--- src/rtl/uart_cmd_engine.sv ---
`default_nettype none
// +------------------------------------------------------------------------+
// | uart_cmd_engine: host frame parser (R/W/P) between UART RX/TX and the    |
// | MU0 simulator memory; replies are sent with a strict req/ack handshake. |
// | Revision: 1.0                                                            |
// +------------------------------------------------------------------------+
module uart_cmd_engine #(
  parameter int TIMEOUT_CYCLES = 27000000,
  parameter int ADDR_W         = 12,
  parameter int DATA_W         = 16
) (
  input  logic              clk,
  input  logic              rst_n,
  input  logic              byteReady,
  input  logic [7:0]        dataIn,
  output logic              byteReadyOut,
  output logic [7:0]        dataOut,
  input  logic              byteSending,
  output logic [ADDR_W-1:0] mem_addr,
  output logic [DATA_W-1:0] mem_wdata,
  output logic              mem_we,
  output logic              mem_re,
  input  logic [DATA_W-1:0] mem_rdata,
  output logic              frame_err
);

  localparam int          TW       = (TIMEOUT_CYCLES > 1) ? $clog2(TIMEOUT_CYCLES) : 1;
  localparam logic [TW-1:0] TMO_LAST = TW'(TIMEOUT_CYCLES - 1);
  localparam logic [7:0]  OP_R     = 8'h52;
  localparam logic [7:0]  OP_W     = 8'h57;
  localparam logic [7:0]  OP_P     = 8'h50;
  localparam logic [7:0]  OP_K     = 8'h4B;
  localparam logic [7:0]  OP_UNK   = 8'h3F;

  typedef enum logic [2:0] {
    S_IDLE, S_ARGS, S_MEM_RD, S_MEM_WAIT, S_MEM_WR, S_TX_LOAD, S_TX_ACK, S_TX_DONE
  } state_t;

  state_t            state_q, state_d;
  logic [7:0]        opcode_q, opcode_d;
  logic [23:0]       arg_q, arg_d;
  logic [2:0]        arg_cnt_q, arg_cnt_d;
  logic [TW-1:0]     tmo_q, tmo_d;
  logic [ADDR_W-1:0] addr_q, addr_d;
  logic [DATA_W-1:0] wdata_q, wdata_d;
  logic [DATA_W-1:0] reply_q, reply_d;
  logic [1:0]        reply_cnt_q, reply_cnt_d;
  logic [7:0]        dout_q, dout_d;
  logic              err_q, err_d;
  logic [31:0]       arg_next;
  logic [15:0]       addr16;
  logic [15-ADDR_W:0] unused_addr_hi;

  always_ff @(posedge clk or negedge rst_n) begin
    if (!rst_n) begin
      state_q     <= S_IDLE;
      opcode_q    <= '0;
      arg_q       <= '0;
      arg_cnt_q   <= '0;
      tmo_q       <= '0;
      addr_q      <= '0;
      wdata_q     <= '0;
      reply_q     <= '0;
      reply_cnt_q <= '0;
      dout_q      <= '0;
      err_q       <= 1'b0;
    end else begin
      state_q     <= state_d;
      opcode_q    <= opcode_d;
      arg_q       <= arg_d;
      arg_cnt_q   <= arg_cnt_d;
      tmo_q       <= tmo_d;
      addr_q      <= addr_d;
      wdata_q     <= wdata_d;
      reply_q     <= reply_d;
      reply_cnt_q <= reply_cnt_d;
      dout_q      <= dout_d;
      err_q       <= err_d;
    end
  end

  always_comb begin
    state_d     = state_q;
    opcode_d    = opcode_q;
    arg_d       = arg_q;
    arg_cnt_d   = arg_cnt_q;
    tmo_d       = '0;
    addr_d      = addr_q;
    wdata_d     = wdata_q;
    reply_d     = reply_q;
    reply_cnt_d = reply_cnt_q;
    dout_d      = dout_q;
    err_d       = 1'b0;
    arg_next    = {arg_q, dataIn};
    // 'W' carries address in the upper half, 'R' only has the two address bytes
    addr16      = (opcode_q == OP_W) ? arg_next[31:16] : arg_next[15:0];
    unused_addr_hi = addr16[15:ADDR_W];

    case (state_q)
      S_IDLE: begin
        if (byteReady) begin
          opcode_d  = dataIn;
          arg_d     = '0;
          arg_cnt_d = '0;
          if (dataIn == OP_R || dataIn == OP_W) begin
            state_d = S_ARGS;
          end else begin
            state_d     = S_TX_LOAD;
            reply_cnt_d = 2'd1;
            if (dataIn == OP_P) begin
              reply_d = {OP_P, {(DATA_W-8){1'b0}}};
            end else begin
              reply_d = {OP_UNK, {(DATA_W-8){1'b0}}};
              err_d   = 1'b1;
            end
          end
        end
      end
      S_ARGS: begin
        // Timeout is checked first so a coincident byte is dropped
        if (tmo_q == TMO_LAST) begin
          state_d   = S_IDLE;
          arg_d     = '0;
          arg_cnt_d = '0;
          err_d     = 1'b1;
        end else if (byteReady) begin
          arg_d     = arg_next[23:0];
          arg_cnt_d = arg_cnt_q + 3'd1;
          if (opcode_q == OP_R && arg_cnt_q == 3'd1) begin
            addr_d  = addr16[ADDR_W-1:0];
            state_d = S_MEM_RD;
          end else if (opcode_q == OP_W && arg_cnt_q == 3'd3) begin
            addr_d  = addr16[ADDR_W-1:0];
            wdata_d = arg_next[DATA_W-1:0];
            state_d = S_MEM_WR;
          end
        end else begin
          tmo_d = tmo_q + TW'(1);
        end
      end
      S_MEM_RD:   state_d = S_MEM_WAIT;
      S_MEM_WAIT: begin
        reply_d     = mem_rdata;
        reply_cnt_d = 2'd2;
        state_d     = S_TX_LOAD;
      end
      S_MEM_WR: begin
        reply_d     = {OP_K, {(DATA_W-8){1'b0}}};
        reply_cnt_d = 2'd1;
        state_d     = S_TX_LOAD;
      end
      S_TX_LOAD: begin
        dout_d      = reply_q[DATA_W-1 -: 8];
        reply_d     = reply_q << 8;
        reply_cnt_d = reply_cnt_q - 2'd1;
        state_d     = S_TX_ACK;
      end
      S_TX_ACK: begin
        if (byteSending) state_d = S_TX_DONE;
      end
      S_TX_DONE: begin
        if (!byteSending) state_d = (reply_cnt_q != 2'd0) ? S_TX_LOAD : S_IDLE;
      end
      default: state_d = S_IDLE;
    endcase

    if (byteReady && state_q != S_IDLE && state_q != S_ARGS) err_d = 1'b1;
  end

  // Request is gated by byteSending so it drops the instant TX acknowledges
  assign byteReadyOut = (state_q == S_TX_ACK) && !byteSending;
  assign dataOut      = dout_q;
  assign mem_addr     = addr_q;
  assign mem_wdata    = wdata_q;
  assign mem_we       = (state_q == S_MEM_WR);
  assign mem_re       = (state_q == S_MEM_RD);
  assign frame_err    = err_q;

endmodule
`default_nettype wire

--- config.mk ---
export PLATFORM = sky130hd
export DESIGN_NAME = uart_cmd_engine
export DESIGN_NICKNAME = d
export VERILOG_FILES = /design/src/rtl/uart_cmd_engine.sv
export SDC_FILE = /design/constraint.sdc
export NUM_CORES = 1
export LEC_CHECK = 0
export CORE_UTILIZATION = 50
export CTS_CLUSTER_DIAMETER = 60
export CTS_CLUSTER_SIZE = 25
export DETAILED_ROUTE_END_ITERATION = 8
export GPL_ROUTABILITY_DRIVEN = 0
export GPL_TIMING_DRIVEN = 0
export PLACE_DENSITY = 0.8
export SLEW_MARGIN = 10
export SYNTH_ARGS = -nofsm -noshare
export SYNTH_HDL_FRONTEND = slang
export SYNTH_SLANG_ARGS = --single-unit
--- constraint.sdc ---
create_clock -name clk -period 2 [get_ports clk]
set_input_delay 0.2 -clock clk [delete_from_list [all_inputs] [get_ports clk]]
set_output_delay 0.2 -clock clk [all_outputs]
set_load 0.05 [all_outputs]
======== Word level (Yosys, flattened, before mapping) ========
Cells that the tools add are included.
storage, ports and cells
  register bits ........................... 114
  bits of input ports ..................... 28
  output and inout port bits .............. 40
cells by class
  $add $sub $neg .......................... 3
  eq/ne operators ......................... 22
  mux-type cells .......................... 37
  bitwise operators ....................... 2
  reductions and logical operators ........ 20
operator list
  cell                                           number
  2-to-1 mux 25 bit                              3
  case mux 16 bit (4 select lines)               1
  2-to-1 mux 20 bit                              3
  == test 8 x 7 -> 1 bit, second input constant  5
  case mux 20 bit (2 select lines)               1
  2-to-1 mux 12 bit                              3
  2-to-1 mux 3 bit                               12
  2-to-1 mux 16 bit                              2
  adder 25 x 1 -> 25 bit, second input constant  1
  == test 25 bit, second input constant          1
  case mux 3 bit (7 select lines)                1
  2-to-1 mux 15 bit                              1
  == test 3 bit, second input constant           4
  AND reduction 5 bit                            2
  == test 3 x 2 -> 1 bit, second input constant  3
  != test 2 bit, second input constant           4
  case mux 2 bit (4 select lines)                1
  == test 3 x 1 -> 1 bit, second input constant  2
  case mux 3 bit (2 select lines)                1
  AND reduction 3 bit                            2
  nonzero test 2 bit                             3
  logical AND 1 bit                              5
  2-to-1 mux 1 bit                               5
  2-to-1 mux 2 bit                               2
  15 further kinds                               16

======== Depth between registers and ports, before layout ========
Gate-level depths: netlist (run 1).
  depth after elaboration ................. 7
  depth in mapped cells ................... 8

======== Worst setup path before layout (run 1) ========
Ideal clock, no wire load.
  path kind ............................... register -> register
  start ................................... reg tmo_q[0]
  end ..................................... reg wdata_q[10], in the netlist mem_wdata[10]
  library setup time ...................... 0.125 ns
  data arrival time ....................... 2.023 ns
  setup slack ............................. -0.148 ns
  stages on the path, launching flop included .. 9
  buffers on the path ..................... 2
  cell sequence ........................... dfrtp_1 > ha_1 > and3_2 > nand4_4 > nor3b_4 > and3_1 > buf_6 > buf_6 > mux2_4
between the ends
  longest elaborated chain between the ends .. 3
ends and longest elaborated chain
  what                           line  source
  from (decl)                    43    logic [TW-1:0] tmo_q, tmo_d;
  from (signal assigned)         72    tmo_q <= tmo_d;
  == test 25 bit                 121   if (tmo_q == TMO_LAST) begin
  NOT 1 bit (no line)            -
  AND reduction 5 bit (no line)  -
  to (signal assigned)           74    wdata_q <= wdata_d;
  to (decl)                      45    logic [DATA_W-1:0] wdata_q, wdata_d;
Every way passes these cells.
A chain may end at the register's enable or synchronous reset.

======== Worst setup path in the final report (run 1) ========
  start ................................... reg opcode_q[3]
  end ..................................... reg wdata_q[5], in the netlist mem_wdata[5]
between the ends
  longest elaborated chain between the ends .. 4
  elaborated cells on any way between the ends .. 6
ends and longest elaborated chain
  what                             line  source
  from (decl)                      40    logic [7:0] opcode_q, opcode_d;
  from (signal assigned)           69    opcode_q <= opcode_d;
  == test 8 x 7 -> 1 bit           129   if (opcode_q == OP_R && arg_cnt_q == 3'd1) begin
  logical AND 1 bit                129
  NOT 1 bit (no line)              -
  AND reduction 5 bit (no line) *  -
Mark *: on every way between the ends. The rest lies on a longest branch, timed or not.

==> qor.log, run 1 <==
[run_status] status complete, but fails checks
[run_status] violations in the final reports setup timing
[drt] sum of routed wire length over all layers 13540 um
[clock_network] clock slew at reported path FFs 70 ps
[drt] length of routed met3 wiring 740 um
[cells_and_area] filler cell count 666
[cells_and_area] post-layout instance count excluding filler cells 679
[floorplanning] die area 10630 sq um
[timing] final slew viol count 0
[worst_setup_path] arrival time of data at the critical path endpoint 2530 ps
[timing] # setup viols final 30
[floorplanning] DIE WIDTH 103.1 um
[floorplanning] row count 36
[clock_network] CTS H-tree lvls 4
[placed_design] dpl hpwl 7599 um
[worst_setup_path] startpoint of the worst setup timing path opcode_q[3]$_DFFE_PN0P_
[synth] largest cells by area after synthesis sky130_fd_sc_hd__dfrtp_1, sky130_fd_sc_hd__mux2_2, sky130_fd_sc_hd__a22o_1
[drt] post-route ant nets 0
[synth] nets in the synthesized netlist 468
[drt] routed via count divided by cell count 5.828
[cells_and_area] fraction of final layout cells sized beyond drive strength 1 25.09%
[worst_setup_path] critical path data required time 2400 ps
[synth] post-synthesis sequential element count 114
[cells_and_area] antenna cell count 0
[worst_setup_path] CP endpoint kind register
[floorplanning] Initial Utilization 52.03%
[synth] most frequently used flop master after synthesis sky130_fd_sc_hd__dfrtp_1
[synth] leading area contributor after synthesis sky130_fd_sc_hd__dfrtp_1
[worst_setup_path] setup slack, reg-to-reg -120 ps
[drt] uppermost layer routed met4
[clock_network] clk_lat worst skew 530 ps
[worst_setup_path] number of buffer and inverter instances along the worst setup path 1
[floorplanning] vertical extent of the die 103.1 um
[global_route] vias in the first global route 3984
[timing] final hold violations 0
[drt] routed via count 3957
[cells_and_area] footprint of the flip-flops and latches 2855 sq um
[worst_hold_path] Min-Delay Path Depth 2
[drt] sum of routed wire segments on met1 5612 um
[timing] Sum Neg Setup Slack -2904 ps
[global_route] initial antenna violation count 0
[timing] max frequency 470.9 MHz
[clock_network] clock buffer depth 2
[worst_hold_path] path type of the worst min-delay path primary input to register
[worst_setup_path] Reg-to-Reg Start opcode_q[3]$_DFFE_PN0P_
[timing] transition time at the pin with the least slew margin 593.2 ps
[synth] cell count after synthesis 435
[power_and_ir_drop] PD cells 1140 nW/um^2
[synth] Synth cell types 51
[synth] Post-Synthesis Mean Instance Area 11.74 sq um
[synth] count of flip-flops with a built-in enable after synthesis 0
[worst_setup_path] worst setup path endpoint mem_wdata[5]$_DFFE_PN0P_
[worst_setup_path] maximum fanout encountered on the critical timing path 6
[worst_setup_path] peak per-stage delay on the critical path 420 ps
[worst_setup_path] Worst path depth 6
[synth] Post-Syn Area 5109 sq um
[drt] routed wl met2 6833 um
[placed_design] cell area reported after detailed placement 5972 sq um
[power_and_ir_drop] reported leakage power 3.140 nW
[clock_network] clk root buf sky130_fd_sc_hd__clkbuf_8
[synth] most frequently used cell type in the post-synthesis netlist sky130_fd_sc_hd__dfrtp_1
[drt] initial DRC count 389
[worst_setup_path] Register-to-Register Path Depth 6
[timing] post-route worst setup slack -123.6 ps
[global_route] maximum number of pins on one net before global-route repair 77
[placed_design] Buffers on Ports 65
[worst_setup_path] kind of critical path register to register
[synth] fraction of the yosys area taken by sequential cells 55.84%
[worst_setup_path] Worst R2R End mem_wdata[5]$_DFFE_PN0P_
[worst_setup_path] cell-by-cell trace of the critical path nor4bb_4 > and3b_2 > and3_4 > and3_4 > buf_8 > mux2_4
[global_route] sum of overflow across all layers after global routing 0
[synth] Yosys warning count 0
[cells_and_area] Final Cell Area 6877 sq um
[drt] DRC errors left 0
[cells_and_area] Multi-input gate area 2270 sq um
[placed_design] number of cells in the design after placement 634
[drt] number of detailed-route iterations in the first pass 6
[floorplanning] floorplan core area 9819 sq um
[drt] post-detailed-route wirelength per cell 19.94 um
[power_and_ir_drop] worst vdd rail ir drop 0.6984 mV
[clock_network] clock sinks 114
[cells_and_area] area added between synthesis and finish 34.61%
[clock_network] TritonCTS clock tree yes
[synth] share of the synthesized area in the top cell type 55.84%
[timing] remaining max-slew budget at the tightest pin 60.24%
[worst_setup_path] CP startpoint kind register
[worst_setup_path] Max stage delay cell, worst path sky130_fd_sc_hd__dfrtp_1
[timing] setup repair after global routing missed its margin true
[timing] post-layout minimum cycle time 2124 ps
[run] max capacitance violation total 0
[timing] worst hold-check slack 62.15 ps
[worst_setup_path] kind of cell with the highest combined delay on the critical path simple AND/OR/NAND/NOR gates
[global_route] total routing resource utilization after global routing 25.35%
[synth] ranking of synthesized cells by instance count sky130_fd_sc_hd__dfrtp_1, sky130_fd_sc_hd__nor2_1, sky130_fd_sc_hd__nand2_1
[clock_network] number of clock buffers inserted by TritonCTS 17
[timing] Fin Clk Skew 18.97 ps
[cells_and_area] number of nets at the end of the flow 566
[floorplanning] Boundary Pins 68
[synth] share of synthesized registers carrying an async set or reset 100.0%
[worst_setup_path] Most common cell on crit path sky130_fd_sc_hd__and3_4
[timing] final period utilization 106.2%
[global_route] wire length of the first global-routing pass 19890 um
==> per-stage QoR <==
stage               setup WS (ps)  total power, W  utilization [%]
finish                     -123.6        0.007843            70.03
global route               -164.3        0.008155            70.03
CTS                        -104.8        0.007670            68.53
detailed placement         -523.8        0.004698            60.82
global placement            -3458        0.004619            60.53
floorplan                  -27.24        0.004099                -
==> cell type report <==
type / instances / area share [%]
sequential: 114 / 41.52
multi-input combinational: 288 / 33.01
timing repair buffer: 81 / 12.08
clock buffer: 18 / 6.223
tap: 133 / 2.420
clock inverter: 14 / 2.256
buffer: 19 / 1.838
inverter: 12 / 0.6550
==> state kept, by name, summed over array words and instances (netlist names) <==
name and flops:
arg_cnt_q 3, arg_q 20, dataOut 8, frame_err 1, mem_addr 12, mem_wdata 16
opcode_q 8, reply_cnt_q 2, reply_q 16, state_q 3, tmo_q 25
==> placed cells by master (no fill, tap or decap), drive strengths merged, types with 4 or more instances in the layout <==
cell type      instances
mux2                  50
and4                   4
nor2                  46
buf                   25
dfrtp                114
clkdlybuf4s50         61
a21oi                  9
nor3                   5
clkinv                 8
xnor2                  5
nand4                  6
nand2                 44
xor2                  19
and3                  10
inv                   14
nand3                 11
a221oi                 5
o21ai                  8
clkbuf                30
nand2b                 5
a22o                  31
ha                     5
==> worst reg2reg max path: stages, from the launching register on <==
cell and delay, ps:
sky130_fd_sc_hd__dfrtp_1 420, sky130_fd_sc_hd__nor4bb_4 320, sky130_fd_sc_hd__and3b_2 270, sky130_fd_sc_hd__and3_4 260
sky130_fd_sc_hd__and3_4 280, sky130_fd_sc_hd__buf_8 160, sky130_fd_sc_hd__mux2_4 310
==> worst min path at each step <==
stage                                  startpoint                        to  slack [ps]
after floorplan                             rst_n  arg_cnt_q[0]$_DFFE_PN0P_        -100
after global placement    reply_q[13]$_DFFE_PN0P_    dataOut[5]$_DFFE_PN0P_         450
after detailed placement                    rst_n       tmo_q[12]$_DFF_PN0_         130
after CTS                               dataIn[0]      arg_q[0]$_DFFE_PN0P_          60
after global routing                    dataIn[0]      arg_q[0]$_DFFE_PN0P_          80
final                                   dataIn[0]      arg_q[0]$_DFFE_PN0P_          60
==> report_power, final <==
part,leakage (nW),internal [W],switching [W],total (W)
logic,1.33,0.000715,0.00117,0.00188
registers,1.53,0.00266,0.000302,0.00297
clock network,0.282,0.00182,0.00117,0.00299
total,3.14,0.00520,0.00264,0.00784
==> kinds of logic (layout without fill, tap and decap cells) <==
kind of cell,count (synthesis),count (layout),share of synthesized area (%)
simple gates,144,144,14.57
flops,114,114,55.84
compound gates,65,65,9.674
mux,50,50,11.76
buf+inv,33,144,2.816
xor+xnor,24,24,4.115
fa+ha+maj,5,5,1.225
==> metal layers <==
layer | track usage [%] | vias up
li1 | - | 1729
met1 | 32.09 | 1994
met2 | 42.00 | 182
met3 | 6.915 | 52
met4 | 9.101 | 0
met5 | 0 | -
==> what timing repair did <==
item / in CTS / in global routing
pin swaps: 7 / 4
setup buffers: 8 / 4
hold buffers: 1 / 0
resized for setup: 40 / 41
endpoints found under the setup margin: 75 / 88
hold endpoints to repair: 38 / 0
gates cloned: 1 / 1
No activity file was read; power rests on OpenSTA's default activity.
==> inputs of run 2 (changes only) <==
Settings changed: CORE_UTILIZATION 50 to 55, GPL_TIMING_DRIVEN 0 to 1, PLACE_DENSITY 0.8 to 0.84.
Clock period 2 ns to 2.4 ns, I/O delays scaled along.
==> run 2 against run 1 <==
  * Largest power group unchanged
  * Count of clock-buffer cells in the layout decreased by 1
  * Hold slack better by 270 ps
  * Die area down 8.9%
  * The flow now finishes without violations
  * Critical endpoint is now arg_q[0]$_DFFE_PN0P_
  * Critical path type unchanged
  * Sequential power decreased by 18%
  * Register-to-register slack improved by 260 ps
==> qor.log, run 2 (same netlist as run 1, synthesis figures left out) <==
[run_status] status finished clean
[cells_and_area] most frequent cells in the layout sky130_fd_sc_hd__dfrtp_1, sky130_fd_sc_hd__clkdlybuf4s50_1, sky130_fd_sc_hd__nor2_1, sky130_fd_sc_hd__nand2_1, sky130_fd_sc_hd__mux2_2
[worst_setup_path] CP startpoint kind register
[cells_and_area] number of nets at the end of the flow 560 [-1.1%]
[global_route] total routing resource utilization after global routing 26.87% [+1.5 points]
[floorplanning] vertical extent of the die 98.38 um [-4.6%]
[timing] transition time at the pin with the least slew margin 739.1 ps [+145.9 ps]
[global_route] initial antenna violation count 0 [unchanged]
[drt] post-detailed-route wirelength per cell 17.96 um [-9.9%]
[power_and_ir_drop] worst vdd rail ir drop 0.7322 mV [+4.8%]
[floorplanning] DIE WIDTH 98.38 um [-4.6%]
[drt] post-route ant nets 0 [unchanged]
[timing] max frequency 442.7 MHz [-6.0%]
[timing] Sum Neg Setup Slack 0 ps [+2904 ps]
[floorplanning] Boundary Pins 68 [unchanged]
[cells_and_area] fraction of final layout cells sized beyond drive strength 1 21.30% [-3.8 points]
[clock_network] number of clock buffers inserted by TritonCTS 17 [unchanged]
[floorplanning] row count 34 [-5.6%]
[floorplanning] floorplan core area 8848 sq um [-9.9%]
[cells_and_area] Multi-input gate area 2112 sq um [-6.9%]
[clock_network] CTS H-tree lvls 4 [unchanged]
[drt] number of detailed-route iterations in the first pass 5 [-1]
[timing] final period utilization 94.12% [-12 points]
[drt] routed via count 3761 [-5.0%]
[run] max capacitance violation total 0 [unchanged]
[clock_network] clock sinks 114 [unchanged]
[clock_network] clk_lat worst skew 520 ps [about the same]
[placed_design] dpl hpwl 7680 um [+1.1%]
[worst_setup_path] critical path data required time 2850 ps [+450 ps]
[floorplanning] die area 9678 sq um [-8.9%]
[worst_setup_path] arrival time of data at the critical path endpoint 2710 ps [+180 ps]
[placed_design] Buffers on Ports 67 [+3.1%]
[worst_setup_path] kind of critical path register to register
[timing] final slew viol count 0 [unchanged]
[global_route] sum of overflow across all layers after global routing 0 [unchanged]
[clock_network] clock buffer depth 2 [unchanged]
[worst_setup_path] setup slack, reg-to-reg 140 ps [+260 ps]
[cells_and_area] filler cell count 553 [-17%]
[worst_hold_path] path type of the worst min-delay path primary input to register
[worst_setup_path] maximum fanout encountered on the critical timing path 16 [+10]
[drt] DRC errors left 0 [unchanged]
[cells_and_area] footprint of the flip-flops and latches 2853 sq um [about the same]
[cells_and_area] registers with the most flip-flops tmo_q: 25 flops, arg_q: 20 flops
[clock_network] clock slew at reported path FFs 60 ps [about the same]
[cells_and_area] Most flops, register tmo_q
[global_route] vias in the first global route 4010 [+0.65%]
[floorplanning] Initial Utilization 57.73% [+5.7 points]
[worst_setup_path] CP endpoint kind register
[power_and_ir_drop] reported leakage power 3.086 nW [-1.7%]
[timing] Fin Clk Skew 10.88 ps [-8.083 ps]
[cells_and_area] area added between synthesis and finish 29.54%
[clock_network] setup fix buffers added after clock tree synthesis 0 [-8]
[timing] post-route worst setup slack 141.2 ps [+264.8 ps]
[global_route] maximum number of pins on one net before global-route repair 60 [-22%]
[drt] initial DRC count 302 [-22%]
[drt] routed via count divided by cell count 5.804 [-0.41%]
[drt] sum of routed wire length over all layers 11640 um [-14%]
[timing] # setup viols final 0 [-100%]
[placed_design] pre-CTS WS 220.1 ps [+743.9 ps]
[timing] remaining max-slew budget at the tightest pin 50.73% [-9.5 points]
[clock_network] TritonCTS clock tree yes
[timing] worst hold-check slack 328.7 ps [+266.6 ps]
[cells_and_area] antenna cell count 0 [unchanged]
[timing] final hold violations 0 [unchanged]
[cells_and_area] max reg flops 25 [unchanged]
[clock_network] clk root buf sky130_fd_sc_hd__clkbuf_8
[power_and_ir_drop] PD cells 977.8 nW/um^2 [-14%]
[timing] setup repair after global routing missed its margin false
[timing] post-layout minimum cycle time 2259 ps [+135.2 ps]
[global_route] wire length of the first global-routing pass 19820 um [-0.35%]
[cells_and_area] most common cell after layout, fill and taps aside sky130_fd_sc_hd__dfrtp_1
## run 2: cell type report
cell class | instances | area share (%)
tap | 108 | 2.042
timing repair buffer | 94 | 13.37
multi-input combinational | 288 | 31.92
clock buffer | 17 | 6.258
sequential | 114 | 43.11
clock inverter | 15 | 2.628
inverter | 12 | 0.6807
## run 2: repair_timing
action,CTS,global route
resized for setup,1,1
endpoints found under the setup margin,1,1
pin swaps,0,0
hold endpoints to repair,57,0
hold buffers,1,0
cloned,0,0
## run 2: critical path: stages (launching register included)
cell and delay, ps:
sky130_fd_sc_hd__dfrtp_1 410, sky130_fd_sc_hd__ha_1 260, sky130_fd_sc_hd__and3_2 230, sky130_fd_sc_hd__nand4_4 140, sky130_fd_sc_hd__nor2_1 60, sky130_fd_sc_hd__o21ai_1 520
sky130_fd_sc_hd__buf_4 350, sky130_fd_sc_hd__a22o_1 200
## run 2: metal layers
| layer | GRT usage (%) | up-vias | wire length [um] |
|---|---|---|---|
| met3 | 7.373 | 28 | 524 |
| li1 | - | 1723 | - |
| met1 | 33.06 | 1895 | 4934 |
| met2 | 44.85 | 115 | 5925 |
| met4 | 11.25 | 0 | 256 |
| met5 | 0 | - | 0 |
## run 2: path summary, 6_finish.rpt
check	from	to	depth (start not counted)
max	tmo_q[0]$_DFF_PN0_	arg_q[0]$_DFFE_PN0P_	7
min	mem_rdata[2]	reply_q[2]$_DFFE_PN0P_	2
max reg2reg	tmo_q[0]$_DFF_PN0_	arg_q[0]$_DFFE_PN0P_	7
min reg2reg	reply_q[10]$_DFFE_PN0P_	dataOut[2]$_DFFE_PN0P_	2
max in group asynchronous	rst_n	reply_q[4]$_DFFE_PN0P_	3
min in group asynchronous	rst_n	mem_addr[6]$_DFFE_PN0P_	2
## run 2: stage by stage
step | cells | util [%] | area [sq um] | total power [W]
2_1_floorplan | 435 | - | 5109 | 0.003416
3_3_place_gp | 615 | 68.01 | 6018 | 0.003895
3_5_place_dp | 615 | 68.01 | 6018 | 0.003977
4_1_cts | 648 | 74.76 | 6615 | 0.006504
5_1_grt | 648 | 74.79 | 6618 | 0.006774
6_report | 648 | 74.79 | 6618 | 0.006471
## run 2: power by group
group | total (W) | internal (W) | switching (W)
clock network | 0.00249 | 0.00151 | 0.000984
logic | 0.00154 | 0.000617 | 0.000919
registers | 0.00244 | 0.00222 | 0.000225
total | 0.00647 | 0.00434 | 0.00213
==> inputs of run 3 (changes only) <==
Settings changed: CAP_MARGIN set to 20, CORE_UTILIZATION 55 to 59, PLACE_DENSITY 0.84 to 0.89.
Clock period 2.4 ns to 2.9 ns, I/O delays scaled along.
==> run 3 against run 2 <==
  * Register-to-register slack gained 280 ps
  * Sequential share of layout area is 0.75 points higher
  * Worst setup slack gained 150 ps
  * Clock power down 20%
  * Routed wire length fell by 0.22%
  * Power is 19% lower
  * Via count is 0.64% lower
  * Clock skew about the same
  * Hold slack gained 41 ps
  * Non-clock buffer count decreased by 13
  * Sequential power shrank 16%
  * Count of clock-buffer cells in the layout is 1 higher
==> qor.log, run 3 (same netlist as run 1, synthesis figures left out) <==
[floorplanning] row count 33 [-2.9%]
[worst_setup_path] CP endpoint kind output port
[clock_network] post-CTS sizing 0 [-1]
[worst_setup_path] maximum fanout encountered on the critical timing path 13 [-3]
[drt] post-route ant nets 0 [unchanged]
[worst_setup_path] setup slack, reg-to-reg 420 ps [+280 ps]
[worst_setup_path] kind of critical path register to output port
[worst_setup_path] CP startpoint kind register
[timing] remaining max-slew budget at the tightest pin 42.33% [-8.4 points]
[clock_network] setup fix buffers added after clock tree synthesis 0 [unchanged]
[cells_and_area] most common cell after layout, fill and taps aside sky130_fd_sc_hd__dfrtp_1
[worst_hold_path] Min-Delay Path Depth 2 [unchanged]
[worst_setup_path] arrival time of data at the critical path endpoint 2320 ps [-390 ps]
[timing] final slew viol count 0 [unchanged]
[drt] routed via count divided by cell count 5.913 [+1.9%]
[timing] # setup viols final 0 [unchanged]
[floorplanning] DIE WIDTH 95.05 um [-3.4%]
[global_route] sum of overflow across all layers after global routing 0 [unchanged]
[run_status] status finished clean
[cells_and_area] final core occ 78.37% [+3.6 points]
[clock_network] clock buffer depth 2 [unchanged]
[timing] max frequency 383.8 MHz
[cells_and_area] area added between synthesis and finish 27.31%
[timing] final hold violations 0 [unchanged]
[power_and_ir_drop] worst vdd rail ir drop 0.5373 mV [-27%]
[timing] worst hold-check slack 369.9 ps [+41.17 ps]
[cells_and_area] Most flops, register tmo_q
[global_route] initial antenna violation count 0 [unchanged]
[worst_setup_path] critical path data required time 2610 ps [-240 ps]
[floorplanning] floorplan core area 8299 sq um [-6.2%]
[global_route] wire length of the first global-routing pass 19280 um [-2.7%]
[worst_hold_path] path type of the worst min-delay path primary input to register
[drt] number of detailed-route iterations in the first pass 5 [unchanged]
[placed_design] number of cells in the design after placement 599 [-2.6%]
[timing] setup repair after global routing missed its margin false
[timing] Fin Clk Skew 11.12 ps [+0.2330 ps]
[floorplanning] vertical extent of the die 95.05 um [-3.4%]
[clock_network] clk_lat worst skew 530 ps [about the same]
[floorplanning] die area 9035 sq um [-6.6%]
[power_and_ir_drop] reported leakage power 2.982 nW [-3.4%]
[clock_network] clock slew at reported path FFs 60 ps [about the same]
[floorplanning] Boundary Pins 68 [unchanged]
[worst_hold_path] sink of the worst hold path reply_q[2]$_DFFE_PN0P_
[placed_design] dpl hpwl 7411 um [-3.5%]
[placed_design] Buffers on Ports 67 [unchanged]
[timing] final period utilization 89.85%
[cells_and_area] max reg flops 25 [unchanged]
[global_route] maximum number of pins on one net before global-route repair 59 [-1.7%]
[clock_network] number of clock buffers inserted by TritonCTS 17 [unchanged]
[worst_setup_path] Reg-to-Reg Start tmo_q[0]$_DFF_PN0_
[cells_and_area] filler cell count 456 [-18%]
[drt] routed via count 3737 [-0.64%]
[cells_and_area] fraction of final layout cells sized beyond drive strength 1 18.98% [-2.3 points]
[power_and_ir_drop] PnR Total Power 0.005266 W [-19%]
[cells_and_area] registers with the most flip-flops tmo_q: 25 flops, arg_q: 20 flops
[global_route] vias in the first global route 3772 [-5.9%]
[drt] initial DRC count 237 [-22%]
[drt] post-detailed-route wirelength per cell 18.38 um [+2.3%]
[cells_and_area] most frequent cells in the layout sky130_fd_sc_hd__dfrtp_1, sky130_fd_sc_hd__clkdlybuf4s50_1, sky130_fd_sc_hd__nor2_1, sky130_fd_sc_hd__nand2_1, sky130_fd_sc_hd__mux2_2
[cells_and_area] footprint of the flip-flops and latches 2853 sq um [unchanged]
[drt] sum of routed wire length over all layers 11620 um [-0.22%]
[power_and_ir_drop] PD cells 809.7 nW/um^2 [-17%]
[timing] Sum Neg Setup Slack 0 ps [unchanged]
[worst_setup_path] Register-to-Register Path Depth 8 [+1]
[clock_network] CTS H-tree lvls 4 [unchanged]
[cells_and_area] number of nets at the end of the flow 547 [-2.3%]
[worst_hold_path] startpoint of the worst hold path mem_rdata[2]
[clock_network] TritonCTS clock tree yes
[global_route] total routing resource utilization after global routing 28.85% [+2.0 points]
[cells_and_area] Multi-input gate area 2112 sq um [unchanged]
[clock_network] clk root buf sky130_fd_sc_hd__clkbuf_8
[timing] transition time at the pin with the least slew margin 859.8 ps [+120.7 ps]
[clock_network] clock sinks 114 [unchanged]
[cells_and_area] post-layout instance count excluding filler cells 632 [-2.5%]
[cells_and_area] antenna cell count 0 [unchanged]
[timing] post-layout minimum cycle time 2606 ps
[worst_setup_path] Worst R2R End mem_wdata[8]$_DFFE_PN0P_
[floorplanning] Initial Utilization 61.56% [+3.8 points]
[run] max capacitance violation total 0 [unchanged]
[drt] DRC errors left 0 [unchanged]
==> run 3: per-layer routing <==
layer,GRT usage [%],wire length [um]
met4,11.87,275
met2,47.42,5863
met1,36.65,4893
met3,7.177,582
met5,0,0
==> run 3: metrics by stage <==
step           setup WS [ps]  area [sq um]
3_5_place_dp           477.6          5919
2_1_floorplan          751.7          5109
6_report               294.4          6504
4_1_cts                293.8          6504
3_3_place_gp           579.3          5919
5_1_grt                192.0          6504
==> run 3: worst max-delay path, stage by stage (launching register included) <==
cell                              delay [ps]
sky130_fd_sc_hd__dfrtp_1                 450
sky130_fd_sc_hd__buf_4                   220
sky130_fd_sc_hd__inv_1                   120
sky130_fd_sc_hd__and3_1                  200
sky130_fd_sc_hd__clkdlybuf4s50_1         810
==> run 3: final cells by class <==
| cell class | instances | share of cell area, % |
|---|---|---|
| Sequential cell | 114 | 43.86 |
| Multi-Input combinational cell | 288 | 32.47 |
| Timing Repair Buffer | 81 | 12.12 |
| Clock buffer | 18 | 6.426 |
| Clock inverter | 14 | 2.405 |
| Tap cell | 105 | 2.020 |
| Inverter | 12 | 0.6926 |
==> run 3: worst max path at each step <==
stage / start / endpoint / depth (start not counted)
finish: state_q[0]$_DFFE_PN0P_ / mem_re / 4
global route: state_q[2]$_DFFE_PN0P_ / byteReadyOut / 4
CTS: state_q[2]$_DFFE_PN0P_ / byteReadyOut / 4
detailed placement: tmo_q[0]$_DFF_PN0_ / mem_wdata[8]$_DFFE_PN0P_ / 8
global placement: tmo_q[0]$_DFF_PN0_ / mem_wdata[8]$_DFFE_PN0P_ / 8
floorplan: tmo_q[0]$_DFF_PN0_ / mem_wdata[10]$_DFFE_PN0P_ / 8
==> run 3: timing repair <==
| item | 4_1_cts | 5_1_grt |
|---|---|---|
| hold buffers | 1 | 0 |
| setup endpoints to repair | 0 | 0 |
| hold endpoints to repair | 56 | 0 |
==> run 3: report_power, final <==
group | switching (W) | internal (W)
Combinational | 0.000749 | 0.000479
Sequential | 0.000200 | 0.00184
Clock | 0.000772 | 0.00123
